**src/rtl/vga_pkg.sv**
```systemverilog
// ---------------------------------------------------------------------------
// vga_pkg -- shared video definitions for the pixel pipeline.
//
// Holds the colour width, the coordinate widths, the blank colour and the
// small types that pixel-stage blocks pass around. It also holds the
// span-compare helper that rectangle overlays use.
// ---------------------------------------------------------------------------
package vga_pkg;

  localparam int RGB_W = 12;          // {r,g,b}, 4 bits each
  localparam int CNT_W = 11;          // hcount / vcount from the timing generator
  localparam int POS_W = 12;          // object position registers
  localparam int SUM_W = POS_W + 1;   // position + size without wrap-around

  localparam logic [RGB_W-1:0] BLANK_RGB = 12'h000;

  typedef logic [RGB_W-1:0] rgb_t;
  typedef logic [CNT_W-1:0] cnt_t;
  typedef logic [POS_W-1:0] pos_t;

  // One pixel's worth of timing information, carried down the pipeline.
  typedef struct packed {
    cnt_t hcount;
    cnt_t vcount;
    logic hsync;
    logic vsync;
    logic hblnk;
    logic vblnk;
  } timing_t;

  // Frame-latched configuration of one rectangle channel.
  typedef struct packed {
    logic en;
    pos_t xpos;
    pos_t ypos;
    rgb_t rgb;
  } rect_cfg_t;

  // True when start <= coord < start + len. Everything is widened to SUM_W
  // so a rectangle near position 4095 runs off the end of the coordinate
  // space instead of wrapping back onto column/row 0.
  function automatic logic in_span(input cnt_t coord,
                                   input pos_t start,
                                   input logic [SUM_W-1:0] len);
    logic [SUM_W-1:0] c;
    logic [SUM_W-1:0] lo;
    logic [SUM_W-1:0] hi;
    c  = SUM_W'(coord);
    lo = SUM_W'(start);
    hi = lo + len;
    return (c >= lo) && (c < hi);
  endfunction

endpackage

```
**src/rtl/rect_hit.sv**
```systemverilog
// ---------------------------------------------------------------------------
// rect_hit -- bounds compare for one fixed-size rectangle channel.
//
// Purely combinational; the parent registers the result.
//
// Parameters
//   RECT_W, RECT_H : rectangle size in pixels
// Ports
//   hcount, vcount : current pixel position (11 bits)
//   xpos, ypos     : top-left corner of the rectangle (12 bits)
//   en             : channel enable
//   hit            : pixel lies inside the enabled rectangle
// ---------------------------------------------------------------------------
module rect_hit
  import vga_pkg::*;
#(
  parameter int RECT_W = 48,
  parameter int RECT_H = 64
) (
  input  logic [CNT_W-1:0] hcount,
  input  logic [CNT_W-1:0] vcount,
  input  logic [POS_W-1:0] xpos,
  input  logic [POS_W-1:0] ypos,
  input  logic             en,
  output logic             hit
);

  localparam logic [SUM_W-1:0] SPAN_W = SUM_W'(RECT_W);
  localparam logic [SUM_W-1:0] SPAN_H = SUM_W'(RECT_H);

  assign hit = en
            && in_span(hcount, xpos, SPAN_W)
            && in_span(vcount, ypos, SPAN_H);

endmodule

```
**src/rtl/draw_rect_multi.sv**
```systemverilog
// ---------------------------------------------------------------------------
// draw_rect_multi -- overlays up to eight fixed-size filled rectangles on the
// incoming pixel stream.
//
// Pipeline (2 pclk latency for every count, strobe and colour):
//   stage 1 : per-channel bounds compare -> registered hit vector, plus the
//             delayed timing, background and channel colours
//   stage 2 : lowest-index hit wins; blanking forces 12'h000
//
// Channel positions, enables and colours are copied into active registers
// only in the cycle after vblnk_in rises, so changes made mid-frame never
// tear the picture. frame_latch pulses for the one cycle in which those
// active registers present the freshly loaded values.
//
// Parameters
//   N_RECT         : number of channels (1..8)
//   RECT_W, RECT_H : rectangle size in pixels
// Ports
//   pclk, rst                  : pixel clock, async active-high reset
//   hcount_in, vcount_in       : upstream pixel position
//   hsync_in .. vblnk_in       : upstream timing strobes
//   rgb_in                     : background pixel
//   xpos, ypos                 : per-channel corner, channel i at [12i+11:12i]
//   rect_en, rect_rgb          : per-channel enable and fill colour
//   hcount_out .. vblnk_out    : timing delayed by 2 cycles
//   rgb_out                    : composited pixel
//   frame_latch                : one-cycle pulse on active-register reload
// ---------------------------------------------------------------------------
module draw_rect_multi
  import vga_pkg::*;
#(
  parameter int N_RECT = 4,
  parameter int RECT_W = 48,
  parameter int RECT_H = 64
) (
  input  logic                      pclk,
  input  logic                      rst,

  input  logic [CNT_W-1:0]          hcount_in,
  input  logic [CNT_W-1:0]          vcount_in,
  input  logic                      hsync_in,
  input  logic                      vsync_in,
  input  logic                      hblnk_in,
  input  logic                      vblnk_in,
  input  logic [RGB_W-1:0]          rgb_in,

  input  logic [POS_W*N_RECT-1:0]   xpos,
  input  logic [POS_W*N_RECT-1:0]   ypos,
  input  logic [N_RECT-1:0]         rect_en,
  input  logic [RGB_W*N_RECT-1:0]   rect_rgb,

  output logic [CNT_W-1:0]          hcount_out,
  output logic [CNT_W-1:0]          vcount_out,
  output logic                      hsync_out,
  output logic                      vsync_out,
  output logic                      hblnk_out,
  output logic                      vblnk_out,
  output logic [RGB_W-1:0]          rgb_out,
  output logic                      frame_latch
);

  // -------------------------------------------------------------------------
  // Frame-synchronous load of the channel registers
  // -------------------------------------------------------------------------
  rect_cfg_t [N_RECT-1:0] active;
  logic                   vblnk_prev;
  logic                   load_req;

  // vblnk_prev resets high: a vblnk already asserted when reset is released
  // is not a rising edge, so nothing is drawn until a genuine vblank start.
  always_ff @(posedge pclk or posedge rst) begin
    if (rst) begin
      vblnk_prev  <= 1'b1;
      load_req    <= 1'b0;
      frame_latch <= 1'b0;
      // NOTE: the active copies are reset, not left undefined, so every
      // channel is disabled until the first frame load after reset.
      active      <= '0;
    end else begin
      // NOTE: non-blocking assignments, so load_req and frame_latch each see
      // the value their source held before this edge.
      vblnk_prev  <= vblnk_in;
      load_req    <= vblnk_in & ~vblnk_prev;
      frame_latch <= load_req;
      if (load_req) begin
        for (int i = 0; i < N_RECT; i++) begin
          active[i].en   <= rect_en[i];
          active[i].xpos <= xpos[POS_W*i +: POS_W];
          active[i].ypos <= ypos[POS_W*i +: POS_W];
          active[i].rgb  <= rect_rgb[RGB_W*i +: RGB_W];
        end
      end
    end
  end

  // -------------------------------------------------------------------------
  // Stage 1: bounds compare per channel
  // -------------------------------------------------------------------------
  logic [N_RECT-1:0]            hit_comb;
  logic [N_RECT-1:0]            hit_q;
  logic [N_RECT-1:0][RGB_W-1:0] col_q;
  timing_t                      tim_in;
  timing_t                      tim_q;
  logic [RGB_W-1:0]             rgb_q;

  for (genvar i = 0; i < N_RECT; i++) begin : g_hit
    rect_hit #(
      .RECT_W (RECT_W),
      .RECT_H (RECT_H)
    ) u_rect_hit (
      .hcount (hcount_in),
      .vcount (vcount_in),
      .xpos   (active[i].xpos),
      .ypos   (active[i].ypos),
      .en     (active[i].en),
      .hit    (hit_comb[i])
    );
  end

  assign tim_in = '{hcount: hcount_in, vcount: vcount_in,
                    hsync:  hsync_in,  vsync:  vsync_in,
                    hblnk:  hblnk_in,  vblnk:  vblnk_in};

  // The channel colours travel with the hit vector so that a reload landing
  // between stage 1 and stage 2 cannot pair an old position with a new colour.
  always_ff @(posedge pclk or posedge rst) begin
    if (rst) begin
      hit_q <= '0;
      col_q <= '0;
      tim_q <= '0;
      rgb_q <= '0;
    end else begin
      hit_q <= hit_comb;
      tim_q <= tim_in;
      rgb_q <= rgb_in;
      for (int i = 0; i < N_RECT; i++) begin
        col_q[i] <= active[i].rgb;
      end
    end
  end

  // -------------------------------------------------------------------------
  // Stage 2: priority select and blanking
  // -------------------------------------------------------------------------
  logic [RGB_W-1:0] rgb_sel;

  // Scanning from the highest index down lets the lowest-index hit be the
  // last one written, which gives it priority.
  always_comb begin
    // NOTE: default assignment first so no latch is inferred when no
    // channel hits.
    rgb_sel = rgb_q;
    for (int i = N_RECT-1; i >= 0; i--) begin
      if (hit_q[i]) begin
        rgb_sel = col_q[i];
      end
    end
  end

  always_ff @(posedge pclk or posedge rst) begin
    if (rst) begin
      hcount_out <= '0;
      vcount_out <= '0;
      hsync_out  <= 1'b0;
      vsync_out  <= 1'b0;
      hblnk_out  <= 1'b0;
      vblnk_out  <= 1'b0;
      rgb_out    <= '0;
    end else begin
      hcount_out <= tim_q.hcount;
      vcount_out <= tim_q.vcount;
      hsync_out  <= tim_q.hsync;
      vsync_out  <= tim_q.vsync;
      hblnk_out  <= tim_q.hblnk;
      vblnk_out  <= tim_q.vblnk;
      rgb_out    <= (tim_q.hblnk || tim_q.vblnk) ? BLANK_RGB : rgb_sel;
    end
  end

endmodule

```
**config.mk**
```make
export PLATFORM = sky130hd
export DESIGN_NAME = draw_rect_multi
export DESIGN_NICKNAME = d
export VERILOG_FILES = /design/src/rtl/vga_pkg.sv /design/src/rtl/rect_hit.sv /design/src/rtl/draw_rect_multi.sv
export SDC_FILE = /design/constraint.sdc
export NUM_CORES = 1
export LEC_CHECK = 0
export ABC_AREA = 0
export CAP_MARGIN = 20
export CORE_MARGIN = 4
export CORE_UTILIZATION = 50
export DETAILED_ROUTE_END_ITERATION = 6
export PLACE_DENSITY_LB_ADDON = 0.05
export SLEW_MARGIN = 20
export SYNTH_ARGS = -nofsm -noshare
export SYNTH_HDL_FRONTEND = slang
export SYNTH_HIERARCHICAL = 1
export SYNTH_SLANG_ARGS = --single-unit
```
**constraint.sdc**
```tcl
create_clock -name pclk -period 9.65 [get_ports pclk]
set_input_delay 0.965 -clock pclk [delete_from_list [all_inputs] [get_ports pclk]]
set_output_delay 0.965 -clock pclk [all_outputs]
set_load 0.1 [all_outputs]
```
==> results of run 1 <==
## worst paths after layout
check                           cells past startpoint       endpoint  slack (ns)     startpoint
worst max-delay path                                1  hcount_out[1]        6.65  hcount_out[1]
worst min-delay path                                0  vcount_out[9]        0.35      tim_q[13]
worst max register to register                     10       hit_q[2]        6.98    active[102]
worst min register to register                      0  vcount_out[9]        0.35      tim_q[13]
max in group asynchronous                           3     active[68]        7.36            rst
min in group asynchronous                           2       tim_q[3]        0.96            rst
## sequential cells by signal, indices dropped and copies added (netlist names)
register     cells
hcount_out      11
hit_q            4
rgb_out         12
load_req         1
vcount_out      11
vsync_out        1
vblnk_out        1
tim_q           26
frame_latch      1
vblnk_prev       1
col_q           48
active         148
hsync_out        1
hblnk_out        1
rgb_q           12
## final cells by class
cell class,instances,area [um2],area share
multi-input cells,638,6042,0.3502
inverters,106,405.4,0.02350
clock inverters,15,235.2,0.01363
diodes,1,2.502,0.0001450
clock buffers,41,843.3,0.04888
well taps,341,426.7,0.02473
flip-flops and latches,279,6987,0.4049
repair buffers,231,2312,0.1340
## through the flow
stage                     power [uW]  instances  area [um2]  utilization
after global routing            3555       1651       17250       0.6419
after floorplan                 1909       1046       13580            -
after CTS                       3407       1651       17250       0.6419
after global placement          2133       1595       16170       0.6018
final                           3363       1652       17250       0.6420
after detailed placement        2149       1595       16170       0.6018
## power groups by stage
| stage | Sequential, uW | Combinational [uW] | Clock [uW] |
|---|---|---|---|
| after floorplan | 1460 | 450 | 0 |
| after global placement | 1420 | 713 | 0 |
| after detailed placement | 1430 | 724 | 0 |
| after CTS | 1410 | 730 | 1270 |
| after global routing | 1420 | 812 | 1320 |
| final | 1400 | 722 | 1240 |
## cells by family after synthesis
logic type,share of synthesized area
adder cells (fa/ha/maj),0.1326
multiplexers,0.1340
AND/OR/NAND/NOR,0.05490
AO/OA/AOI/OAI,0.1026
buffers and inverters,0.04108
XOR/XNOR,0.02063
flip-flops,0.5141
## cells in the mapped netlist (2+ instances only)
| cell type | instances | area [um2] |
|---|---|---|
| sky130_fd_sc_hd__a2111oi_0 | 2 | 17.52 |
| sky130_fd_sc_hd__a211o_1 | 5 | 43.79 |
| sky130_fd_sc_hd__a211oi_1 | 5 | 37.54 |
| sky130_fd_sc_hd__a211oi_2 | 3 | 37.54 |
| sky130_fd_sc_hd__a21boi_0 | 2 | 15.01 |
| sky130_fd_sc_hd__a21o_1 | 19 | 142.6 |
| sky130_fd_sc_hd__a21oi_1 | 29 | 145.1 |
| sky130_fd_sc_hd__a221o_1 | 2 | 20.02 |
| sky130_fd_sc_hd__a221oi_1 | 8 | 70.07 |
| sky130_fd_sc_hd__a221oi_2 | 13 | 195.2 |
| sky130_fd_sc_hd__a31o_2 | 3 | 26.28 |
| sky130_fd_sc_hd__a31oi_1 | 5 | 31.28 |
| sky130_fd_sc_hd__and2_1 | 2 | 12.51 |
| sky130_fd_sc_hd__and3_1 | 5 | 31.28 |
| sky130_fd_sc_hd__and4_2 | 2 | 20.02 |
| sky130_fd_sc_hd__and4b_2 | 2 | 22.52 |
| sky130_fd_sc_hd__buf_2 | 5 | 25.02 |
| sky130_fd_sc_hd__buf_4 | 16 | 120.1 |
| sky130_fd_sc_hd__dfrtp_1 | 278 | 6957 |
| sky130_fd_sc_hd__ha_1 | 144 | 1802 |
| sky130_fd_sc_hd__inv_1 | 106 | 397.9 |
| sky130_fd_sc_hd__mux2_2 | 151 | 1700 |
| sky130_fd_sc_hd__mux2i_1 | 12 | 120.1 |
| sky130_fd_sc_hd__nand2_1 | 16 | 60.06 |
| sky130_fd_sc_hd__nand2b_1 | 9 | 56.30 |
| sky130_fd_sc_hd__nand3_1 | 15 | 75.07 |
| sky130_fd_sc_hd__nand4_1 | 11 | 68.82 |
| sky130_fd_sc_hd__nor2_1 | 17 | 63.81 |
| sky130_fd_sc_hd__nor2b_1 | 25 | 156.4 |
| sky130_fd_sc_hd__nor3_1 | 8 | 40.04 |
| sky130_fd_sc_hd__nor3b_1 | 2 | 15.01 |
| sky130_fd_sc_hd__nor4_1 | 2 | 12.51 |
| sky130_fd_sc_hd__nor4_2 | 4 | 50.05 |
| sky130_fd_sc_hd__o2111ai_1 | 7 | 61.31 |
| sky130_fd_sc_hd__o211ai_1 | 12 | 90.09 |
| sky130_fd_sc_hd__o21a_1 | 2 | 15.01 |
| sky130_fd_sc_hd__o21ai_0 | 27 | 135.1 |
| sky130_fd_sc_hd__o221ai_2 | 10 | 150.1 |
| sky130_fd_sc_hd__o31ai_1 | 3 | 22.52 |
| sky130_fd_sc_hd__o32ai_1 | 2 | 17.52 |
| sky130_fd_sc_hd__or4_1 | 2 | 15.01 |
| sky130_fd_sc_hd__xnor2_1 | 28 | 245.2 |
| sky130_fd_sc_hd__xor2_1 | 4 | 35.03 |
## per-layer routing
| layer | up-vias | global-route usage | share of wire |
|---|---|---|---|
| li1 | 4275 | - | - |
| met1 | 4288 | 0.2931 | 0.47 |
| met2 | 188 | 0.3304 | 0.46 |
| met3 | 39 | 0.04722 | 0.061 |
| met4 | 8 | 0.03592 | 0.013 |
| met5 | - | 0 | 0.0017 |
==> results.toml, run 1 <==
[layout]
final_nets = 1618
drive_gt1_frac = 0.1908
final_common_cell = "sky130_fd_sc_hd__dfrtp_1"
final_cell_mix = "sky130_fd_sc_hd__dfrtp_1, sky130_fd_sc_hd__clkdlybuf4s50_1, sky130_fd_sc_hd__mux2_2"
flow.area_growth_from_synthesis_pct = 27.03
fill_cells = 2119

[timing]
finalCriticalPeriod_ns = 2.996
worst_pin_slew_ns = 1.068
final_min_period_over_clock_period = 0.3105
fmaxAchievable_ghz = 0.3338
slew-limit-headroom = 0.2880
final-setup-viol-count = 0
setup_total_negative_slack_ns = 0
maxSlewViolCount = 0
clock-skew-final_ns = 0.01241
fin_worst_hold_slack_ns = 0.3462
rsz0062_at_grt = "no"
finalHoldViolations = 0
final.setup.worst_slack_ns = 6.654

[pwr]
vdd_ir_drop_max_mv = 0.1582
power_per_cell_area_mw_per_mm2 = 194.9
cellLeakagePower_uw = 0.007688
sequentialPowerShare = 0.417
netSwitchingFraction = 0.2771
clockPowerShare = 0.368
switching_power_uw = 931.8
p_int_uw = 2431
combinationalPowerShare = 0.215

[clock_network]
cts_sinks = 279
tritoncts = "built"
postCtsResizedCells = 0
post_cts_buffers = 0
clk-insertion-delay-late_ns = 0.55
number_of_buffers_on_the_longest_clock_path = 3
path_clk_slew_ns = 0.06
clock_tree.htree_level_count = 1
post_cts_hold_buffer_count = 0
cts_inserted_buffers = 30
clock_tree_root = "sky130_fd_sc_hd__clkbuf_16"

[placement]
place_worst_setup_slack_ns = 6.085
post_detail_place_hpwl_um = 22140
place.port_buffers = 226
gp_congestion = 0.8533

[detailed_routing]
drc_errors = 0
ant_nets = 0
drtPass1Iterations = 4
routedWlPerCell_um = 18.50
detail_route.vias_per_cell = 5.326
via_count = 8798
totalWireLength_um = 30560
initialDrtViolationCount = 541

[logic_synthesis]
yosys_most_used_dff = "sky130_fd_sc_hd__dfrtp_1"
synth_sequential_area_ratio = 0.5141
postSynthCellCount = 1046
synthesis.area_mm2 = 0.01358
synth.yosys.warnings = 6
synthesis.area_per_instance_um2 = 12.99
postSynthNetCount = 1378
number_of_distinct_library_cells_after_synthesis = 64
synth-edff-count = 0
yosys_register_bits = 279
synth-async-reset-ratio = 1.000

[setup_path]
crit_type = "reg2out"
cp_data_required_time_ns = 8.69
critical_path_s_largest_stage_delay_ns = 1.13
cp_data_arrival_time_ns = 2.03
slowest_stage = "sky130_fd_sc_hd__clkdlybuf4s50_1"
critPathMaxFanout = 1
worst_setup_path_end_kind = "output pin"
critical_path.top_delay_family = "buffers and inverters"
critical_path.cell_chain = "clkdlybuf4s50_1"
worst-path-buf-inv = 1
worstSetupStartpointType = "flip-flop"

[floorplan]
pin_count = 227
die_w_um = 172.8
initial_core_util = 0.5054
fp.coreArea_mm2 = 0.02688
die_h_um = 172.8
rows = 60
area_enclosed_by_the_die_boundary_mm2 = 0.02987

[grt]
grt_pass1_vias = 9402
gr-usage-all-layers = 0.2057
antenna_violations_before_repair = 4
globalRoute.totalOverflow = 0
grt_pass1_wl_um = 50420
pin_count_of_the_biggest_net_entering_global_routing = 158

[worst_hold_path]
holdCritPathClass = "reg2reg"

[flow_run]
cap_viol_max_count = 0

[run_status]
status = "finished clean"
(Power assumes the default switching activity.)
==> inputs of run 2 (changes only) <==
CORE_UTILIZATION = 49   (was 50)
clock period = 2.6 ns   (was 9.65 ns; I/O delays follow)
==> results.toml, run 2 (same netlist as run 1, synthesis figures left out) <==
[timing]
final-setup-viol-count = 0
finalHoldViolations = 0
finalCriticalPeriod_ns = 2.443
maxSlewViolCount = 0
clock-skew-final_ns = 0.02022
slew-limit-headroom = 0.4178
worst_pin_slew_ns = 0.8733
final_min_period_over_clock_period = 0.9397
fmaxAchievable_ghz = 0.4093

[clock_network]
clock_tree_root = "sky130_fd_sc_hd__clkbuf_16"
cts_inserted_buffers = 30
cts_sinks = 279
post_cts_buffers = 0
tritoncts = "built"
post_cts_hold_buffer_count = 0
path_clk_slew_ns = 0.06
postCtsResizedCells = 0
number_of_buffers_on_the_longest_clock_path = 3
clock_tree.htree_level_count = 1
clk-insertion-delay-late_ns = 0.55

[layout]
drive_gt1_frac = 0.2481
final-instance-count-excl-fill = 1722
reg.largest.list = "active x148, col_q x48, tim_q x26"
antenna_cells = 0
final_nets = 1661
largest_register_ff_count = 148
final_cell_mix = "sky130_fd_sc_hd__dfrtp_1, sky130_fd_sc_hd__clkdlybuf4s50_1, sky130_fd_sc_hd__mux2_2"
final_util = 0.6489
regMostFlops = "active"
flow.area_growth_from_synthesis_pct = 29.48
final_common_cell = "sky130_fd_sc_hd__dfrtp_1"
fill_cells = 2096

[grt]
antenna_violations_before_repair = 2
grt_pass1_vias = 9679
gr-usage-all-layers = 0.2084
globalRoute.totalOverflow = 0
grt_pass1_wl_um = 51150
pin_count_of_the_biggest_net_entering_global_routing = 81

[setup_path]
critical_register_to_register_path_endpoint = "hit_q[2]"
cp_data_required_time_ns = 3.06
crit_type = "reg2reg"
rr_startpoint = "active[103]"
rr_worst_depth = 10
reg2reg_slack_ns = 0.16
worstSetupStartpointType = "flip-flop"
worst_setup_path_end_kind = "flip-flop"
worstSetupStartpoint = "active[103]"
critPathMaxFanout = 5
cp_data_arrival_time_ns = 2.90

[floorplan]
die_h_um = 174.5
area_enclosed_by_the_die_boundary_mm2 = 0.03045
fp.coreArea_mm2 = 0.02710
rows = 60
pin_count = 227
initial_core_util = 0.5012
die_w_um = 174.5

[pwr]
total_power_uw = 12340
power_per_cell_area_mw_per_mm2 = 701.9
vdd_ir_drop_max_mv = 0.6113
cellLeakagePower_uw = 0.007936

[detailed_routing]
detail_route.vias_per_cell = 5.234
drtPass1Iterations = 4
routedWlPerCell_um = 18.35
initialDrtViolationCount = 365
ant_nets = 0
totalWireLength_um = 31600
via_count = 9013
drc_errors = 0

[placement]
gp_congestion = 0.8750
dp.cells = 1669
place.port_buffers = 226
post_detail_place_hpwl_um = 24000

[flow_run]
cap_viol_max_count = 0

[worst_hold_path]
holdCritPathClass = "in2async"

[run_status]
status = "finished clean"
## run 2: cell types whose count changed in the layout (fill, tap and decap cells not counted), sizes merged, moves of 3 or more
cell,previous run,this run
bufinv,6,3
clkinv,8,3
buf,5,87
clkinvlp,1,4
clkdlybuf4s50,226,187
clkbuf,41,44
## run 2: report_power, final
part	switching [uW]	internal, uW
sequential	333	4860
combinational	1430	1370
clock	1680	2660
## run 2: worst max path at each step
stage | slack, ns | endpoint
final | 0.16 | hit_q[2]
after global routing | -0.01 | hit_q[3]
after CTS | 0.06 | hit_q[2]
after detailed placement | 0.05 | hit_q[2]
after global placement | 0.07 | hit_q[2]
after floorplan | -1.35 | active[0]
## run 2: routing by layer
layer	share of wire	global-route usage	vias up
met3	0.049	0.03806	37
met1	0.46	0.2900	4440
met2	0.47	0.3468	182
met4	0.014	0.04059	4
met5	0.00085	0	-
li1	-	-	4350
## run 2: worst max-delay path: stages, from the launching register on
cell	delay [ns]
sky130_fd_sc_hd__dfrtp_1	0.40
sky130_fd_sc_hd__inv_1	0.09
sky130_fd_sc_hd__ha_2	0.22
sky130_fd_sc_hd__nor3_2	0.14
sky130_fd_sc_hd__xnor2_1	0.15
sky130_fd_sc_hd__ha_1	0.26
sky130_fd_sc_hd__nand4_1	0.11
sky130_fd_sc_hd__nor2_1	0.04
sky130_fd_sc_hd__or4_1	0.46
sky130_fd_sc_hd__o221a_1	0.24
sky130_fd_sc_hd__nor4_2	0.26
## run 2: per-stage QoR
step,area [um2],setup TNS (ns),hold slack (ns),setup WS (ns)
after floorplan,13590,-376.37,0.2645,-1.353
after global placement,16530,0,0.3314,0.07442
after global routing,17590,-0.01371,0.1297,-0.01371
after CTS,17560,0,0.08261,0.06489
final,17590,0,0.09658,0.1569
after detailed placement,16530,0,0.3347,0.05188
## run 2: final cells by class
class | count | area [um2] | share of cell area
flip-flops and latches | 279 | 6987 | 0.3973
repair buffers | 274 | 2638 | 0.1500
inverters | 106 | 401.6 | 0.02284
clock inverters | 9 | 131.4 | 0.007470
clock buffers | 44 | 894.6 | 0.05087
well taps | 372 | 465.4 | 0.02647
multi-input cells | 638 | 6070 | 0.3451
==> inputs of run 3 (changes only) <==
GPL_TIMING_DRIVEN = 0   (was not set)
==> results.toml, run 3 (same netlist as run 1, synthesis figures left out) <==
[run_status]
status = "finished clean"

[pwr]
vdd_ir_drop_max_mv = 0.4383
power_per_cell_area_mw_per_mm2 = 699.6
cellLeakagePower_uw = 0.007834

[timing]
finalHoldViolations = 0
clock-skew-final_ns = 0.01254
slew-limit-headroom = 0.3189
worst_pin_slew_ns = 1.018
final-setup-viol-count = 0
finalCriticalPeriod_ns = 2.490
maxSlewViolCount = 0
fin_worst_hold_slack_ns = 0.1293
rsz0062_at_grt = "yes"
final_min_period_over_clock_period = 0.9577
fmaxAchievable_ghz = 0.4016

[clock_network]
number_of_buffers_on_the_longest_clock_path = 3
clk-insertion-delay-late_ns = 0.56
tritoncts = "built"
path_clk_slew_ns = 0.06
clock_tree.htree_level_count = 1
cts_inserted_buffers = 30
cts_sinks = 279
clock_tree_root = "sky130_fd_sc_hd__clkbuf_16"

[detailed_routing]
drtPass1Iterations = 5
initialDrtViolationCount = 408
via_count = 8984
drc_errors = 0
totalWireLength_um = 32080
ant_nets = 0
detail_route.vias_per_cell = 5.257
routedWlPerCell_um = 18.77

[placement]
gp_congestion = 0.8322
dp.cells = 1653
place.port_buffers = 226
post_detail_place_hpwl_um = 24110

[setup_path]
worst_setup_path_end_kind = "flip-flop"
reg2reg_slack_ns = 0.11
cp_data_arrival_time_ns = 2.93
worstSetupStartpoint = "active[65]"
slowest_stage = "sky130_fd_sc_hd__dfrtp_2"
rr_startpoint = "active[65]"
critical_path_s_largest_stage_delay_ns = 0.43
critical_register_to_register_path_endpoint = "hit_q[1]"
worstSetupStartpointType = "flip-flop"
critical_path.cell_chain = "inv_1 > ha_1 > nor3_2 > xnor2_1 > ha_1 > a21boi_0 > a2111oi_2 > a221oi_2 > nor4_4"
critPathMaxFanout = 5
cp_data_required_time_ns = 3.04
critical_path.top_delay_family = "compound AO/OA/AOI/OAI gates"
crit_type = "reg2reg"
worst-path-buf-inv = 1
critPathCapture = "hit_q[1]"
cp.depth = 9
rr_worst_depth = 9
critical-path-top-cell-by-count = "sky130_fd_sc_hd__ha_1"

[floorplan]
rows = 60
die_h_um = 174.5
die_w_um = 174.5
fp.coreArea_mm2 = 0.02710
initial_core_util = 0.5012
pin_count = 227
area_enclosed_by_the_die_boundary_mm2 = 0.03045

[layout]
final_cell_mix = "sky130_fd_sc_hd__dfrtp_1, sky130_fd_sc_hd__clkdlybuf4s50_1, sky130_fd_sc_hd__mux2_2"
fill_cells = 2140
final_util = 0.6492
area_of_the_multi_input_gates_mm2 = 0.006097
flow.area_growth_from_synthesis_pct = 29.53
final_nets = 1645
register_area_mm2 = 0.006988
drive_gt1_frac = 0.2157
largest_register_ff_count = 148
final-instance-count-excl-fill = 1709
reg.largest.list = "active x148, col_q x48, tim_q x26"
regMostFlops = "active"
final_common_cell = "sky130_fd_sc_hd__dfrtp_1"

[flow_run]
cap_viol_max_count = 0

[grt]
grt_pass1_wl_um = 51510
grt_pass1_vias = 9543
antenna_violations_before_repair = 5
globalRoute.totalOverflow = 0
gr-usage-all-layers = 0.2110
pin_count_of_the_biggest_net_entering_global_routing = 35

[worst_hold_path]
holdCritPathClass = "in2async"
-- run 3: final cells by class --
class / count / area share
flip-flops and latches: 279 / 0.3972
multi-input cells: 638 / 0.3465
repair buffers: 235 / 0.1392
clock buffers: 42 / 0.05035
well taps: 372 / 0.02645
inverters: 106 / 0.02283
plain buffers: 23 / 0.009103
clock inverters: 12 / 0.008036
diodes: 2 / 0.0002845
-- run 3: power by group --
part           total [uW]  switching [uW]  internal [uW]
combinational        2810            1450           1350
clock                4330            1750           2570
sequential           5170             313           4860
total               12300            3520           8790
-- run 3: through the flow --
stage	setup TNS, ns	cell area (um2)	power (uW)	setup slack, ns
6_report	0	17590	12310	0.1099
5_1_grt	-0.04772	17590	13030	-0.02342
4_1_cts	0	17540	12440	0.009924
3_5_place_dp	-0.9533	16500	8022	-0.3730
3_3_place_gp	-937.59	16310	7906	-3.393
2_1_floorplan	-376.37	13590	7088	-1.353
-- run 3: what timing repair did --
| item | in CTS | in global routing |
|---|---|---|
| pin swaps | 1 | 3 |
| buffers inserted | 0 | 0 |
| gates resized for setup | 4 | 11 |
| endpoints found under the setup margin | 2 | 4 |
| hold buffers | 0 | 0 |
-- run 3: routing by layer --
metal,track usage,wire [um]
met1,0.2903,14580
met2,0.3556,15370
met3,0.03980,1505
met4,0.03699,572
met5,0,55
-- run 3: how the worst min path moves through the flow --
stage               startpoint             to  slack [ns]  depth (start not counted)
CTS                  rgb_in[3]       rgb_q[3]        0.11                          1
floorplan             vblnk_in     vblnk_prev        0.26                          0
global placement      tim_q[9]  vcount_out[5]        0.33                          0
detailed placement   tim_q[21]  hcount_out[6]        0.33                          0
global route          vsync_in       tim_q[2]        0.11                          1
finish                     rst     active[82]        0.13                          2
